`src/rtl/br_tag_unit_pkg.sv`:
```
// Shared definitions for the branch-tag unit and the branch stage it serves.
package br_tag_unit_pkg;

  // Recovery FSM encoding, shared with the branch stage.
  typedef enum logic {
    NORMAL  = 1'b0,
    RECOVER = 1'b1
  } brt_state_e;

  // Default tag and PC widths used across the pipeline.
  localparam int BRM_WIDTH = 4;
  localparam int PC_WIDTH  = 32;

endpackage

```
`src/rtl/br_tag_unit_register.sv`:
```
// Enable register with asynchronous active-low clear; holds every state element.
module register #(
  parameter int W = 1
) (
  input  logic         clk,
  input  logic         rst_n,
  input  logic         en,
  input  logic [W-1:0] d,
  output logic [W-1:0] q
);

  // Load d when enabled; clear to zero whenever reset is asserted.
  always_ff @(posedge clk or negedge rst_n) begin
    if (!rst_n) q <= '0;
    else if (en) q <= d;
  end

endmodule

```
`src/rtl/br_tag_unit.sv`:
```
// Branch-tag allocator: grants tags in order, retires them on resolve,
// and rewinds the tag ring plus redirects fetch on a mispredict kill.
module br_tag_unit
  import br_tag_unit_pkg::*;
#(
  parameter int WIDTH_BRM = BRM_WIDTH,
  parameter int WIDTH_PC  = PC_WIDTH
) (
  input  logic                 i_clk,
  input  logic                 i_rst_n,
  input  logic                 i_alloc,
  output logic                 o_ready,
  output logic [WIDTH_BRM-1:0] o_tag,
  input  logic                 i_res_valid,
  input  logic [WIDTH_BRM:0]   i_brmask,
  input  logic [WIDTH_PC-1:0]  i_PC,
  output logic                 o_redirect,
  output logic [WIDTH_PC-1:0]  o_PC,
  output logic                 o_flush,
  output logic [WIDTH_BRM:0]   o_count,
  output logic                 o_error
);

  // Count saturates at DEPTH, so it needs one extra bit over the pointers.
  localparam logic [WIDTH_BRM:0] DEPTH_C = (WIDTH_BRM+1)'(1) << WIDTH_BRM;

  logic [WIDTH_BRM-1:0] head, head_next;
  logic [WIDTH_BRM-1:0] tail, tail_next;
  logic [WIDTH_BRM:0]   count, count_next;
  logic [0:0]           state_bits;
  brt_state_e           state, state_next;
  logic                 error_next;

  logic                 in_kill;
  logic                 normal;
  logic                 alloc_acc;
  logic                 res_act;
  logic                 kill_act;
  logic                 res_plain;
  logic                 res_ok;
  logic                 res_bad;
  logic [WIDTH_BRM-1:0] res_ptr;

  assign state   = brt_state_e'(state_bits);
  assign normal  = (state == NORMAL);
  assign in_kill = i_res_valid & i_brmask[WIDTH_BRM];
  assign res_ptr = i_brmask[WIDTH_BRM-1:0];

  assign o_tag     = tail;
  assign o_count   = count;
  assign o_ready   = normal & (count < DEPTH_C) & ~in_kill;
  assign alloc_acc = i_alloc & o_ready;

  // Resolves are only acted on in NORMAL; RECOVER swallows them silently.
  assign res_act   = i_res_valid & normal;
  assign kill_act  = res_act & i_brmask[WIDTH_BRM];
  assign res_plain = res_act & ~i_brmask[WIDTH_BRM];
  // The branch stage sends tag+1, so the resolved tag is res_ptr-1.
  assign res_ok    = res_plain & (count != '0) & ((res_ptr - 1'b1) == head);
  assign res_bad   = res_plain & ~res_ok;

  // Next-state for pointers, count, FSM and the sticky error flag.
  always_comb begin
    head_next  = head;
    tail_next  = tail;
    count_next = count;
    state_next = NORMAL;
    error_next = o_error | res_bad;
    if (kill_act) begin
      // Everything younger than the killed branch is discarded.
      head_next  = res_ptr;
      tail_next  = res_ptr;
      count_next = '0;
      state_next = RECOVER;
    end else begin
      if (res_ok) head_next = head + 1'b1;
      if (alloc_acc) tail_next = tail + 1'b1;
      case ({alloc_acc, res_ok})
        2'b10:   count_next = count + 1'b1;
        2'b01:   count_next = count - 1'b1;
        default: count_next = count;
      endcase
    end
  end

  register #(.W(WIDTH_BRM)) u_head (
    .clk(i_clk), .rst_n(i_rst_n), .en(1'b1), .d(head_next), .q(head)
  );

  register #(.W(WIDTH_BRM)) u_tail (
    .clk(i_clk), .rst_n(i_rst_n), .en(1'b1), .d(tail_next), .q(tail)
  );

  register #(.W(WIDTH_BRM+1)) u_count (
    .clk(i_clk), .rst_n(i_rst_n), .en(1'b1), .d(count_next), .q(count)
  );

  register #(.W(1)) u_state (
    .clk(i_clk), .rst_n(i_rst_n), .en(1'b1), .d(state_next), .q(state_bits)
  );

  // Redirect target is captured only on an accepted kill.
  register #(.W(WIDTH_PC)) u_pc (
    .clk(i_clk), .rst_n(i_rst_n), .en(kill_act), .d(i_PC), .q(o_PC)
  );

  // Redirect pulse and flush both follow the kill by exactly one cycle.
  register #(.W(1)) u_redirect (
    .clk(i_clk), .rst_n(i_rst_n), .en(1'b1), .d(kill_act), .q(o_redirect)
  );

  register #(.W(1)) u_flush (
    .clk(i_clk), .rst_n(i_rst_n), .en(1'b1), .d(kill_act), .q(o_flush)
  );

  register #(.W(1)) u_error (
    .clk(i_clk), .rst_n(i_rst_n), .en(1'b1), .d(error_next), .q(o_error)
  );

endmodule
```
`config.mk`:
```
export PLATFORM = sky130hd
export DESIGN_NAME = br_tag_unit
export DESIGN_NICKNAME = d
export VERILOG_FILES = /design/src/rtl/br_tag_unit_pkg.sv /design/src/rtl/br_tag_unit_register.sv /design/src/rtl/br_tag_unit.sv
export SDC_FILE = /design/constraint.sdc
export NUM_CORES = 1
export LEC_CHECK = 0
export BUFFER_PORTS_ARGS = -buffer_cell sky130_fd_sc_hd__clkbuf_2
export CORE_UTILIZATION = 27
export DETAILED_ROUTE_END_ITERATION = 7
export GPL_TIMING_DRIVEN = 0
export PLACE_DENSITY_LB_ADDON = 0.25
export SYNTH_ARGS = -nofsm -noshare
export SYNTH_HDL_FRONTEND = slang
export SYNTH_SLANG_ARGS = --single-unit
```
`constraint.sdc`:
```
create_clock -name i_clk -period 7 [get_ports i_clk]
set_input_delay 0 -clock i_clk [delete_from_list [all_inputs] [get_ports i_clk]]
set_output_delay 0 -clock i_clk [all_outputs]
set_load 0.01 [all_outputs]
```
==> metrics.txt <==
# TYPE chip_impl_metric gauge
chip_impl_info{name="outcome",value="finished clean"} 1
chip_impl_info{name="r2r-start",value="u_flush.q"} 1
chip_impl_metric{name="critical_path_required",unit="ns"} 7.22
chip_impl_metric{name="drive_gt1_frac",unit=""} 0.285
chip_impl_metric{name="cap_violations",unit=""} 0
chip_impl_metric{name="postSynthCellCount",unit=""} 235
chip_impl_info{name="dominant_combinational_cell_family_by_area_after_synthesis",value="simple AND/OR/NAND/NOR gates"} 1
chip_impl_metric{name="p_per_area",unit="nW/µm²"} 246
chip_impl_metric{name="gr-total-overflow",unit=""} 0
chip_impl_metric{name="antenna_left",unit=""} 0
chip_impl_info{name="category_of_the_most_critical_setup_path",value="flop to flop"} 1
chip_impl_metric{name="fp.dieW",unit="µm"} 92.3
chip_impl_metric{name="timing.fmax",unit="GHz"} 0.318
chip_impl_metric{name="ys_seq_area_frac",unit=""} 0.534
chip_impl_metric{name="detail_route.drc_violations",unit=""} 0
chip_impl_metric{name="synth_warnings",unit=""} 0
chip_impl_info{name="worstHoldPathType",value="input port to flop"} 1
chip_impl_metric{name="syn-mean-instance-area",unit="µm²"} 9.37
chip_impl_metric{name="grt_first_pass_wirelength",unit="mm"} 9.07
chip_impl_metric{name="grt_usage",unit=""} 0.135
chip_impl_metric{name="top_level_ports",unit=""} 86
chip_impl_info{name="grt_setup_unrepaired",value="false"} 1
chip_impl_metric{name="worst_ir_drop_vdd",unit="µV"} 81.2
chip_impl_metric{name="fp-row-count",unit=""} 32
chip_impl_metric{name="floorplan.die_area",unit="µm²"} 8520
chip_impl_metric{name="cell_area_after_technology_mapping",unit="µm²"} 2200
chip_impl_metric{name="postLayoutCoreUtil",unit=""} 0.407
chip_impl_metric{name="worst-r2r-setup-slack",unit="ns"} 3.85
chip_impl_metric{name="dp_hpwl",unit="mm"} 3.60
chip_impl_metric{name="period_share",unit=""} 0.449
chip_impl_metric{name="ctsHtreeMaxLevel",unit=""} 2
chip_impl_metric{name="grt_start_max_net_pins",unit=""} 48
chip_impl_metric{name="total_leakage_power",unit="nW"} 1.69
chip_impl_metric{name="drt_iter0_markers",unit=""} 66
chip_impl_metric{name="timing.final.max_slew_violations",unit=""} 0
chip_impl_metric{name="numCtsBuffers",unit=""} 5
chip_impl_metric{name="post_synth_mux_area_share",unit=""} 0.0409
chip_impl_info{name="worstSetupStartpoint",value="u_flush.q"} 1
chip_impl_metric{name="cts.repair_timing.setup_buffer_count",unit=""} 0
chip_impl_metric{name="antenna_found_initial",unit=""} 0
chip_impl_metric{name="clock_sinks",unit=""} 47
chip_impl_info{name="synth-main-ff-cell",value="dfrtp_1"} 1
chip_impl_metric{name="finalCriticalPeriod",unit="ns"} 3.15
chip_impl_metric{name="globalplace.congestion",unit=""} 0.745
chip_impl_info{name="root_buffer",value="clkbuf_8"} 1
chip_impl_metric{name="antennaDiodeCount",unit=""} 0
chip_impl_metric{name="via_count",unit=""} 1988
chip_impl_metric{name="tightestPinTransition",unit="ns"} 1.15
chip_impl_info{name="worst_setup_path_end_kind",value="flop"} 1
chip_impl_info{name="tritoncts_clock_tree",value="done"} 1
chip_impl_metric{name="maxSlewHeadroom",unit=""} 0.236
chip_impl_metric{name="design.final.nets",unit=""} 409
chip_impl_metric{name="synth-async-reset-ratio",unit=""} 1.00
chip_impl_metric{name="worst-r2r-cell-count",unit=""} 12
chip_impl_metric{name="final_critical_path_setup_slack",unit="ns"} 3.85
chip_impl_metric{name="start_util",unit=""} 0.282
chip_impl_metric{name="place_ws",unit="ns"} 3.87
chip_impl_metric{name="latest_clock_arrival_within_the_worst_skew_pair",unit="ns"} 0.29
chip_impl_metric{name="hold_buffers",unit=""} 34
chip_impl_metric{name="number_of_synthesized_flops_with_an_enable_pin",unit=""} 0
chip_impl_info{name="worst_setup_path_endpoint",value="u_count.q[4]"} 1
chip_impl_metric{name="setup-tns-final",unit="ns"} 0
chip_impl_metric{name="post_synth_fa_ha_maj_area_fraction",unit=""} 0.0432
chip_impl_metric{name="postCtsResizedCells",unit=""} 0
chip_impl_metric{name="postRouteWirelength",unit="mm"} 5.31
chip_impl_metric{name="worstPathArrival",unit="ns"} 3.36
chip_impl_metric{name="synth-xor-area-share",unit=""} 0.0432
chip_impl_metric{name="hold_ws",unit="ns"} 0.0134
chip_impl_metric{name="final.setup_skew",unit="ns"} 0.00306
chip_impl_metric{name="port-buffer-count",unit=""} 85
chip_impl_metric{name="synth-compound-area-share",unit=""} 0.0619
chip_impl_metric{name="vias_per_cell",unit=""} 4.28
chip_impl_metric{name="clk_pin_slew",unit="ns"} 0.09
chip_impl_metric{name="final-setup-viol-count",unit=""} 0
chip_impl_metric{name="yosys.area_share.simple",unit=""} 0.239
chip_impl_metric{name="postSynthNetCount",unit=""} 283
chip_impl_metric{name="finalHoldViolations",unit=""} 0
chip_impl_metric{name="post_drt_wl_per_cell",unit="µm"} 11.4
chip_impl_info{name="setup.worst_path.start_class",value="flop"} 1
chip_impl_metric{name="postSynthRegisterBits",unit=""} 47
chip_impl_metric{name="drtPass1Iterations",unit=""} 4
chip_impl_metric{name="syn2layout_area_growth",unit="%"} 44.4
chip_impl_metric{name="core_region_area",unit="µm²"} 7810
chip_impl_metric{name="power",unit="mW"} 0.782
chip_impl_metric{name="worstPathMaxFanout",unit=""} 10
chip_impl_metric{name="ctsLongestPathBuffers",unit=""} 2
chip_impl_metric{name="dieHeight",unit="µm"} 92.3
chip_impl_info{name="rr_endpoint",value="u_count.q[4]"} 1
chip_impl_metric{name="synth.lib_cells_used.distinct",unit=""} 36
chip_impl_metric{name="grt_pass1_vias",unit=""} 1921
-- through the flow --
step,cell area [µm²],instances
floorplan,2200,235
global placement,2760,422
detailed placement,2760,422
CTS,3180,464
global route,3180,464
finish,3180,464
-- Yosys cell counts, types with 2 or more instances --
master / n / area share
nor3b_1: 3 / 0.010
xor2_1: 4 / 0.016
nor3_1: 2 / 0.0045
inv_1: 6 / 0.010
a221o_1: 3 / 0.014
nand2b_1: 2 / 0.0057
o21ai_0: 6 / 0.014
nand3_1: 3 / 0.0068
dfrtp_1: 47 / 0.53
o21a_1: 2 / 0.0068
mux2i_1: 6 / 0.027
mux2_4: 2 / 0.014
clkbuf_1: 10 / 0.017
ha_1: 6 / 0.034
xnor2_1: 5 / 0.020
nand2_1: 108 / 0.18
-- worst max-delay path, stage by stage (launching register included) --
cell,delay (ns)
dfrtp_1,0.42
nor3b_1,0.37
o211ai_2,0.18
nor4_4,0.43
buf_6,0.21
nand2_1,0.09
inv_1,0.11
ha_1,0.27
nor2b_1,0.15
o21a_1,0.17
or3_1,0.30
mux2i_1,0.17
mux2i_1,0.20
-- routing by layer --
metal / track usage / vias up / wire length [µm]
met4: 0.0391 / 0 / 43
met5: 0 / - / 0
met1: 0.172 / 933 / 2420
met2: 0.227 / 51 / 2630
li1: - / 1002 / -
met3: 0.0304 / 2 / 220
-- final cells by class --
| class | instances | area, µm² |
|---|---|---|
| Timing Repair Buffer | 119 | 766 |
| Sequential cell | 47 | 1180 |
| Fill cell | 808 | 4630 |
| Multi-Input combinational cell | 169 | 943 |
| Tap cell | 102 | 128 |
| Buffer | 12 | 56.3 |
| Clock inverter | 2 | 12.5 |
| Inverter | 7 | 26.3 |
| Clock buffer | 6 | 72.6 |
-- registers in the layout (all words and copies together), names as in the netlist --
name	count
u_head.q	4
u_pc.q	32
u_tail.q	4
u_count.q	5
u_flush.q	1
u_error.q	1
-- worst min path at each step --
stage | startpoint | to | depth (start not counted)
2_1_floorplan | i_rst_n | u_count.q[0] | 0
3_3_place_gp | i_PC[16] | u_pc.q[16] | 3
3_5_place_dp | i_PC[15] | u_pc.q[15] | 3
4_1_cts | i_brmask[2] | u_tail.q[2] | 3
5_1_grt | i_brmask[1] | u_tail.q[1] | 3
6_report | i_brmask[2] | u_tail.q[2] | 3
-- power breakdown --
group	total, mW	internal (mW)	switching, mW	leakage, nW
registers	0.374	0.326	0.0482	0.581
clock network	0.161	0.0700	0.0912	0.0412
logic	0.247	0.121	0.127	1.07
total	0.782	0.517	0.266	1.69
-- logic make-up (layout without fill, tap and decap cells) --
kind of cell               count (synthesis)  in the layout
AOI/OAI and AO/OA                         19             19
DFF                                       47             47
buffers and inverters                     19            146
adders and majority gates                  7              7
muxes                                      8              8
xor gates and xnor gates                  10             10
and+or+nand+nor                          125            125
-- cell usage in the layout (no fill, tap or decap), drive strengths merged --
master         n
a211oi         1
a21o           1
a21oi          1
a221o          3
a22oi          1
a32oi          1
and2           1
buf            2
clkbuf       101
clkinv         1
clkinvlp       1
dfrtp         47
dlygate4sd3   34
fa             1
ha             6
inv            7
mux2           2
mux2i          6
nand2        108
nand2b         2
nand3          3
nor2           1
nor2b          1
nor3           2
nor3b          3
nor4           1
o211ai         1
o21a           2
o21ai          7
o22ai          1
or2            1
or3            1
or4            1
xnor2          6
xor2           4
No activity file was read; power rests on OpenSTA's default activity.
